--- src/rtl/mem_ctrl_pkg.sv ---
// Shared types and defaults for the accumulator write-back controller.
package mem_ctrl_pkg;

  localparam int unsigned DEF_ADDR_WIDTH = 8;

  typedef enum logic [1:0] {
    ST_IDLE,
    ST_WRITE,
    ST_DRAIN
  } wr_state_e;

endpackage

--- src/rtl/wr_skew_pipe.sv ---
// Diagonal write-enable skew with one address counter per memory bank.
module wr_skew_pipe
  import mem_ctrl_pkg::*;
#(
  parameter int unsigned SYS_COL    = 16,
  parameter int unsigned ADDR_WIDTH = DEF_ADDR_WIDTH
) (
  input  logic                  clk,
  input  logic                  rstn,
  input  logic                  load,
  input  logic                  clear,
  input  logic [ADDR_WIDTH-1:0] base_addr,
  input  logic                  valid_in,
  output logic [SYS_COL-1:0]    wr_en_out,
  output logic [ADDR_WIDTH-1:0] wr_addr [SYS_COL]
);

  always_ff @(posedge clk or negedge rstn) begin
    if (!rstn) begin
      wr_en_out <= '0;
      for (int unsigned j = 0; j < SYS_COL; j++) begin
        wr_addr[j] <= '1;
      end
    end else begin
      wr_en_out <= {wr_en_out[SYS_COL-2:0], valid_in};
      // Clear wins over the final bank's post-write increment at job end.
      for (int unsigned j = 0; j < SYS_COL; j++) begin
        if (clear) begin
          wr_addr[j] <= '1;
        end else if (load) begin
          wr_addr[j] <= base_addr;
        end else if (wr_en_out[j]) begin
          wr_addr[j] <= wr_addr[j] + 1'b1;
        end
      end
    end
  end

endmodule

--- src/rtl/mem_wr_ctrl.sv ---
// Write-back controller: accepts result rows and skews bank writes across columns.
module mem_wr_ctrl
  import mem_ctrl_pkg::*;
#(
  parameter int unsigned SYS_COL    = 16,
  parameter int unsigned DATA_WIDTH = 16,
  parameter int unsigned ACCUM_SIZE = 4096,
  parameter int unsigned ADDR_WIDTH = DEF_ADDR_WIDTH
) (
  input  logic                  clk,
  input  logic                  rstn,
  input  logic                  wr_start,
  input  logic [DATA_WIDTH-1:0] num_row,
  input  logic [ADDR_WIDTH-1:0] base_addr,
  input  logic                  in_valid,
  output logic [SYS_COL-1:0]    wr_en_out,
  output logic [ADDR_WIDTH-1:0] wr_addr [SYS_COL],
  output logic                  busy,
  output logic                  done,
  output logic                  err
);

  localparam int unsigned ACCUM_ROW = ACCUM_SIZE / SYS_COL;
  localparam int unsigned CNT_W     = $clog2(ACCUM_ROW) + 1;
  localparam int unsigned DRN_W     = $clog2(SYS_COL) + 1;

  localparam logic [CNT_W-1:0]      ACCUM_ROW_C = CNT_W'(ACCUM_ROW);
  localparam logic [DATA_WIDTH-1:0] ACCUM_ROW_D = DATA_WIDTH'(ACCUM_ROW);
  localparam logic [DRN_W-1:0]      DRAIN_LAST  = DRN_W'(SYS_COL - 1);

  wr_state_e        state;
  logic [CNT_W-1:0] limit;
  logic [CNT_W-1:0] row_cnt;
  logic [DRN_W-1:0] drain_cnt;

  logic [CNT_W-1:0] row_cnt_inc;
  logic [CNT_W-1:0] limit_nxt;
  logic             accept;
  logic             load;
  logic             clear;
  logic             drain_end;

  always_comb begin
    row_cnt_inc = row_cnt + 1'b1;
    limit_nxt   = (num_row > ACCUM_ROW_D) ? ACCUM_ROW_C : num_row[CNT_W-1:0];
    accept      = (state == ST_WRITE) && in_valid;
    load        = (state == ST_IDLE) && wr_start && (num_row != '0);
    drain_end   = (state == ST_DRAIN) && (drain_cnt == DRAIN_LAST);
    clear       = drain_end;
  end

  assign busy = (state != ST_IDLE);

  always_ff @(posedge clk or negedge rstn) begin
    if (!rstn) begin
      state     <= ST_IDLE;
      limit     <= '0;
      row_cnt   <= '0;
      drain_cnt <= '0;
      done      <= 1'b0;
      err       <= 1'b0;
    end else begin
      done <= 1'b0;
      err  <= 1'b0;
      unique case (state)
        ST_IDLE: begin
          if (in_valid) err <= 1'b1;
          if (wr_start) begin
            if (num_row != '0) begin
              limit   <= limit_nxt;
              row_cnt <= '0;
              state   <= ST_WRITE;
            end else begin
              done <= 1'b1;
            end
          end
        end
        ST_WRITE: begin
          if (accept) begin
            row_cnt <= row_cnt_inc;
            if (row_cnt_inc == limit) begin
              state     <= ST_DRAIN;
              drain_cnt <= '0;
            end
          end
        end
        ST_DRAIN: begin
          if (in_valid) err <= 1'b1;
          // Drain covers the skew so the last column's write lands before done.
          if (drain_end) begin
            state <= ST_IDLE;
            done  <= 1'b1;
          end else begin
            drain_cnt <= drain_cnt + 1'b1;
          end
        end
        default: state <= ST_IDLE;
      endcase
    end
  end

  wr_skew_pipe #(
    .SYS_COL    (SYS_COL),
    .ADDR_WIDTH (ADDR_WIDTH)
  ) u_skew (
    .clk       (clk),
    .rstn      (rstn),
    .load      (load),
    .clear     (clear),
    .base_addr (base_addr),
    .valid_in  (accept),
    .wr_en_out (wr_en_out),
    .wr_addr   (wr_addr)
  );

endmodule

--- config.mk ---
export PLATFORM = sky130hd
export DESIGN_NAME = mem_wr_ctrl
export DESIGN_NICKNAME = d
export VERILOG_FILES = /design/src/rtl/mem_ctrl_pkg.sv /design/src/rtl/wr_skew_pipe.sv /design/src/rtl/mem_wr_ctrl.sv
export SDC_FILE = /design/constraint.sdc
export NUM_CORES = 1
export LEC_CHECK = 0
export ABC_AREA = 1
export ABC_CLOCK_PERIOD_IN_PS = 4600
export BUFFER_PORTS_ARGS = -buffer_cell sky130_fd_sc_hd__buf_2
export CAP_MARGIN = 30
export CORE_MARGIN = 10
export CORE_UTILIZATION = 50
export DETAILED_ROUTE_END_ITERATION = 8
export PLACE_DENSITY_LB_ADDON = 0.05
export RECOVER_POWER = 25
export REMOVE_ABC_BUFFERS = 1
export SLEW_MARGIN = 20
export SYNTH_ARGS = -nofsm -noshare
export SYNTH_HDL_FRONTEND = slang
export SYNTH_HIERARCHICAL = 1
export SYNTH_SLANG_ARGS = --single-unit
--- constraint.sdc ---
create_clock -name clk -period 4.6 [get_ports clk]
set_input_delay 1.15 -clock clk [delete_from_list [all_inputs] [get_ports clk]]
set_output_delay 1.15 -clock clk [all_outputs]
set_load 0.1 [all_outputs]
==> flow_metrics.env, run 1 <==
export IMPL_via_per_inst=5.31
export IMPL_critPathMaxFanout=72
export IMPL_grt_ovfl_total=0
export IMPL_dp_hpwl_um=19900
export IMPL_die_w_um=162
export IMPL_hp_class="reg2reg"
export IMPL_synth_top_family_by_area="simple AND/OR/NAND/NOR gates"
export IMPL_hold_end="u_skew/wr_en_out[8]"
export IMPL_hold_path_cell_count=0
export IMPL_drive_above_1_share_pct=24.3
export IMPL_endpoint_kind="async pin"
export IMPL_worst_slew_pin_slew_ns=1.88
export IMPL_io_buffers=174
export IMPL_syn_to_final_growth_pct=16.0
export IMPL_via_count=9601
export IMPL_drc=0
export IMPL_maxCapViolCount=2
export IMPL_design_core_area_um2=19700
export IMPL_antenna_found_initial=0
export IMPL_finalSetupViolations=0
export IMPL_fmax_mhz=290
export IMPL_reg2reg_slack_ns=1.77
export IMPL_avgRoutedWirePerCell_um=16.0
export IMPL_r2r_end="u_skew/wr_addr[52]"
export IMPL_yosysTopAreaCell="dfstp_2"
export IMPL_antenna_cells=0
export IMPL_yosysSeqAreaShare_pct=44.0
export IMPL_yosys_area_share_simple_pct=30.6
export IMPL_critPathLaunchType="primary input"
export IMPL_clockBufferDepth=2
export IMPL_synthCells=1363
export IMPL_synth_seq_cells=171
export IMPL_grt_pass1_vias=8932
export IMPL_rr_worst_depth=13
export IMPL_clkSlewWorstSetupHoldPaths_ns=0.07
export IMPL_ant_nets=0
export IMPL_path_depth=2
export IMPL_mostFrequentLayoutCells="nand2_1 (349), nor2_1 (190), buf_2 (172), inv_1 (159), nand3_1 (140)"
export IMPL_ios=175
export IMPL_cts_hold_buffers=0
export IMPL_synth_adder_area_share_pct=2.36
export IMPL_cpPeakStageDelay_ns=1.30
export IMPL_cts_inserted_buffers=17
export IMPL_detail_route_iter0_violations=717
export IMPL_cts_max_level=4
export IMPL_synth_warning_count=6
export IMPL_met2_usage_pct=35.5
export IMPL_global_route_usage_met3_pct=5.94
export IMPL_yosys_top_cells_area="dfstp_2 (33%), nand2_1 (13%), dfrtp_1 (11%)"
export IMPL_synth_area_um2=10100
export IMPL_cpMaxStageDelayCell="clkbuf_2"
export IMPL_cts_setup_buffers=0
export IMPL_maxSlewViolCount=102
export IMPL_clkLatencyLatePin_ns=0.43
export IMPL_syn_avg_cell_area_um2=7.40
export IMPL_start_util_pct=51.3
export IMPL_clock_sinks=171
export IMPL_grt_usage_pct=21.8
export IMPL_hold_viol=0
export IMPL_cp_data_arrival_time_ns=3.70
export IMPL_dr_pass1_iters=5
export IMPL_synth_xor_area_share_pct=0.0869
export IMPL_die_h_um=162
export IMPL_violations="max-capacitance violations, max-slew violations"
export IMPL_row_count=51
export IMPL_cts_root_buffer="clkbuf_16"
export IMPL_busiest_layer="met2"
export IMPL_gp_congestion=0.817
export IMPL_crit_type="in2async"
export IMPL_die_area_um2=26200
export IMPL_grt_pass1_wl_um=46500
export IMPL_tns_ns=0
export IMPL_yosysUniqueCellTypes=37
export IMPL_muxShareOfSynthArea_pct=0
export IMPL_synth_compound_area_share_pct=13.9
export IMPL_yosys_area_top_type_share_pct=33.4
export IMPL_hp_start="u_skew/wr_en_out[7]"
export IMPL_cts_resized=0
export IMPL_slew_headroom_pct=-25.6
export IMPL_status="complete, but fails checks"
export IMPL_critPathBufInv=2
export IMPL_crit_chain="clkbuf_2, clkbuf_1"
export IMPL_grt_max_degree=73
export IMPL_final_nets=1576
export IMPL_final_common_cell="nand2_1"
export IMPL_rr_startpoint="state[0]"
export IMPL_crit_family="buffers and inverters"
export IMPL_met1_usage_pct=28.3
export IMPL_fin_crit_ns=3.45
export IMPL_cts_tree="yes"
export IMPL_rsz0062_at_grt="false"
export IMPL_wirelength_um=29000
export IMPL_critPathRequiredTime_ns=4.86
export IMPL_period_share_pct=74.9
export IMPL_fin_skew_ns=0.0113
[area by class of cell]
cell class,instances,area (um2)
timing repair buffer,191,1010
inverter,162,608
clock buffer,23,489
tap,265,332
multi-input combinational,986,4730
fill,1858,7960
sequential,171,4440
clock inverter,9,83.8
[through the flow]
| stage | setup slack [ns] | util, % | instance area [um2] | cells | hold slack, ns |
|---|---|---|---|---|---|
| 2_1_floorplan | 0.490 | - | 9780 | 1319 | 0.466 |
| 3_3_place_gp | 0.961 | 56.7 | 11100 | 1775 | 0.390 |
| 3_5_place_dp | 0.851 | 56.7 | 11100 | 1775 | 0.390 |
| 4_1_cts | 1.28 | 59.6 | 11700 | 1807 | 0.404 |
| 5_1_grt | 0.627 | 59.5 | 11700 | 1807 | 0.423 |
| 6_report | 1.15 | 59.5 | 11700 | 1807 | 0.402 |
[per-layer routing]
| metal | part of all wire (%) | vias to the layer above |
|---|---|---|
| met3 | 7.5 | 28 |
| met4 | 1.2 | 0 |
| met1 | 45 | 4496 |
| met5 | 0 | - |
| met2 | 47 | 299 |
| li1 | - | 4778 |
[cell usage after synthesis, drive strengths merged]
| library cell | n |
|---|---|
| or2 | 1 |
| nor3b | 2 |
| buf | 35 |
| nor2 | 196 |
| a21oi | 74 |
| dfstp | 128 |
| a22o | 1 |
| ha | 19 |
| nand4 | 13 |
| o21bai | 25 |
| dfrtp | 43 |
| nor3 | 5 |
| a31oi | 46 |
| nand3b | 1 |
| nand3 | 141 |
| inv | 162 |
| nand2 | 361 |
| or4 | 2 |
| o22ai | 9 |
| o21ai | 81 |
| nor4 | 1 |
| xnor2 | 1 |
| o31ai | 7 |
| clkbuf | 9 |
[logic make-up after synthesis]
| logic type | Yosys count |
|---|---|
| fa+ha+maj | 19 |
| compound gates | 243 |
| flops | 171 |
| xor+xnor | 1 |
| buf+inv | 206 |
| simple gates | 723 |
[worst max-delay path by stage]
stage	startpoint	to
floorplan	num_row[13]	u_skew/wr_addr[90]
global placement	num_row[13]	u_skew/wr_addr[68]
detailed placement	num_row[13]	u_skew/wr_addr[52]
CTS	num_row[13]	u_skew/wr_addr[52]
global route	rstn	row_cnt[6]
finish	rstn	row_cnt[6]
[registers in the layout, indices dropped and copies added (netlist names)]
register / cells
done: 1
drain_cnt: 5
err: 1
limit: 9
row_cnt: 9
state: 2
u_skew/wr_addr: 128
u_skew/wr_en_out: 16
Power of run 1 is not shown: default switching activity piles up to over one toggle a cycle in this logic, so the estimate is an artifact.
==> run 2, diff against run 1 <==
ABC_AREA = 0   (was 1)
ABC_CLOCK_PERIOD_IN_PS = 3250   (was 4600)
clock period = 3.25 ns   (was 4.6 ns; I/O delays follow)
==> run 2 against run 1 <==
  * The flow still finishes with violations (max-capacitance violations, max-slew violations)
  * Area after synthesis is 11% lower
  * Clock-buffer cell count is 4 lower
  * Via count is 18% lower
  * Global-route usage is 0.15 points higher
  * Critical path depth is 6 higher
  * Die area is 9.7% lower
  * Non-clock buffer count is 8 higher
  * Clock skew is 0.0028 ns lower
  * Final area is 8.8% lower
  * Worst hold slack better by 0.085 ns
  * Setup slack worse by 0.60 ns
  * Register-to-register slack worse by 1.2 ns
  * Critical endpoint is now u_skew/wr_addr[37]
  * Highest routed layer unchanged
==> flow_metrics.env, run 2 <==
export IMPL_status="complete, but fails checks"
export IMPL_violations="max-capacitance violations, max-slew violations"
export IMPL_regMostFlops="u_skew/wr_addr"
export IMPL_clock_sinks=171
export IMPL_syn_avg_cell_area_um2=10.1
export IMPL_via_count=7879
export IMPL_synth_warning_count=6
export IMPL_busiest_layer="met2"
export IMPL_met2_usage_pct=33.7
export IMPL_met1_usage_pct=30.6
export IMPL_final_nets=1100
export IMPL_cts_root_buffer="clkbuf_16"
export IMPL_detail_route_iter0_violations=531
export IMPL_fillCellCount=1552
export IMPL_hp_class="reg2reg"
export IMPL_crit_family="simple AND/OR/NAND/NOR gates"
export IMPL_hold_viol=0
export IMPL_period_share_pct=82.9
export IMPL_fin_crit_ns=2.69
export IMPL_crit_chain="ha_1, and3_1, ha_1, and3b_1, buf_4, o2111ai_1, or4_1, nand3_1"
export IMPL_row_count=48
export IMPL_cts_setup_buffers=0
export IMPL_grt_ovfl_total=0
export IMPL_yosysSeqAreaShare_pct=49.5
export IMPL_yosysUniqueCellTypes=54
export IMPL_antenna_found_initial=0
export IMPL_clkSlewWorstSetupHoldPaths_ns=0.07
export IMPL_clockBufferDepth=2
export IMPL_async_reset_ff_share_pct=100
export IMPL_drive_above_1_share_pct=34.7
export IMPL_synthCells=892
export IMPL_synth_seq_cells=171
export IMPL_wirelength_um=26600
export IMPL_grt_pass1_vias=7801
export IMPL_cpPeakStageDelay_ns=0.56
export IMPL_endpoint_kind="flip-flop"
export IMPL_die_area_um2=23700
export IMPL_yosysTopAreaCell="dfstp_2"
export IMPL_ys_flop_type="dfstp_2"
export IMPL_global_route_usage_met3_pct=4.88
export IMPL_design_core_area_um2=17400
export IMPL_die_w_um=154
export IMPL_finalSetupViolations=0
export IMPL_via_per_inst=6.10
export IMPL_dp_hpwl_um=17800
export IMPL_crit_type="reg2reg"
export IMPL_maxSlewViolCount=65
export IMPL_critPathLaunchType="flip-flop"
export IMPL_path_common_cell="ha_1"
export IMPL_cts_hold_buffers=0
export IMPL_reg2reg_slack_ns=0.56
export IMPL_syn_to_final_growth_pct=18.9
export IMPL_fin_skew_ns=0.00842
export IMPL_cts_tree="yes"
export IMPL_cts_resized=0
export IMPL_avgRoutedWirePerCell_um=20.6
export IMPL_grt_usage_pct=21.9
export IMPL_slew_headroom_pct=-16.1
export IMPL_cts_max_level=4
export IMPL_ant_nets=0
export IMPL_yosys_area_top_type_share_pct=37.5
export IMPL_maxCapViolCount=1
export IMPL_critPathMaxFanout=12
export IMPL_critPathBufInv=1
export IMPL_cts_inserted_buffers=17
export IMPL_critPathRequiredTime_ns=3.61
export IMPL_yosys_cell_count_top_type="dfstp_2"
export IMPL_synth_edf_count=0
export IMPL_clkLatencyLatePin_ns=0.43
export IMPL_die_h_um=154
export IMPL_synth_area_um2=8970
export IMPL_final_common_cell="buf_2"
export IMPL_reg_top3="u_skew/wr_addr (128), u_skew/wr_en_out (16)"
export IMPL_grt_pass1_wl_um=42800
export IMPL_largest_register_ff_count=128
export IMPL_gp_congestion=0.809
export IMPL_antenna_cells=0
export IMPL_post_route_util_pct=61.3
export IMPL_rsz0062_at_grt="false"
export IMPL_ios=175
export IMPL_synth_common_cells="dfstp_2 (128), nand3_1 (81), a21oi_1 (68)"
export IMPL_start_util_pct=51.5
export IMPL_drc=0
export IMPL_io_buffers=174
export IMPL_dr_pass1_iters=5
export IMPL_worst_slew_pin_slew_ns=1.74
export IMPL_cpMaxStageDelayCell="and3b_1"
export IMPL_cp_data_arrival_time_ns=3.06
export IMPL_mostFrequentLayoutCells="buf_2 (172), dfstp_2 (128), nand3_1 (81), a21oi_1 (67), o21ai_0 (66)"
export IMPL_grt_max_degree=69
export IMPL_fmax_mhz=371
export IMPL_yosys_top_cells_area="dfstp_2 (37%), dfrtp_1 (12%), xor2_1 (5.3%)"
## run 2: cell type report
class / count / area (um2) / share of cell area (%)
clock buffer: 19 / 464 / 4.35
clock inverter: 13 / 106 / 0.997
inverter: 9 / 35.0 / 0.328
multi-input combinational: 655 / 4230 / 39.6
sequential: 171 / 4440 / 41.6
tap: 225 / 282 / 2.64
timing repair buffer: 199 / 1120 / 10.5
## run 2: path summary, 6_finish.rpt
kind,startpoint,end,cells past startpoint
max in group asynchronous,rstn,u_skew/wr_addr[72],2
worst max register to register,drain_cnt[0],u_skew/wr_addr[37],8
worst max-delay path,drain_cnt[0],u_skew/wr_addr[37],8
worst min-delay path,limit[5],limit[5],2
min in group asynchronous,rstn,u_skew/wr_en_out[4],1
worst min register to register,limit[5],limit[5],2
## run 2: cell families after synthesis
logic type,Yosys count,synth area share [%]
AO/OA/AOI/OAI,246,17.1
XOR/XNOR,62,6.36
adder cells (fa/ha/maj),19,2.65
buffers and inverters,66,3.51
flip-flops,171,49.5
multiplexers,5,0.558
AND/OR/NAND/NOR,323,20.3
## run 2: worst min-delay path, cell delays in order (launching register included)
cell and delay, ns:
dfrtp_1 0.36, nand2_1 0.05, nand2_1 0.05
## run 2: layer usage
| metal | share of wire (%) | up-vias |
|---|---|---|
| li1 | - | 3705 |
| met1 | 46 | 3904 |
| met2 | 46 | 251 |
| met3 | 6.2 | 19 |
| met4 | 1.1 | 0 |
| met5 | 0 | - |
## run 2: through the flow
| stage | hold WS [ns] | setup TNS (ns) | cells | setup slack (ns) | instance area, um2 |
|---|---|---|---|---|---|
| after floorplan | 0.458 | -44.29 | 835 | -0.535 | 8690 |
| after global routing | 0.510 | 0 | 1291 | 0.394 | 10700 |
| after CTS | 0.396 | 0 | 1291 | 0.551 | 10700 |
| after global placement | 0.473 | 0 | 1259 | 0.230 | 10100 |
| after detailed placement | 0.484 | 0 | 1259 | 0.217 | 10100 |
| final | 0.487 | 0 | 1291 | 0.556 | 10700 |
Power of run 2 is left out for the same reason.
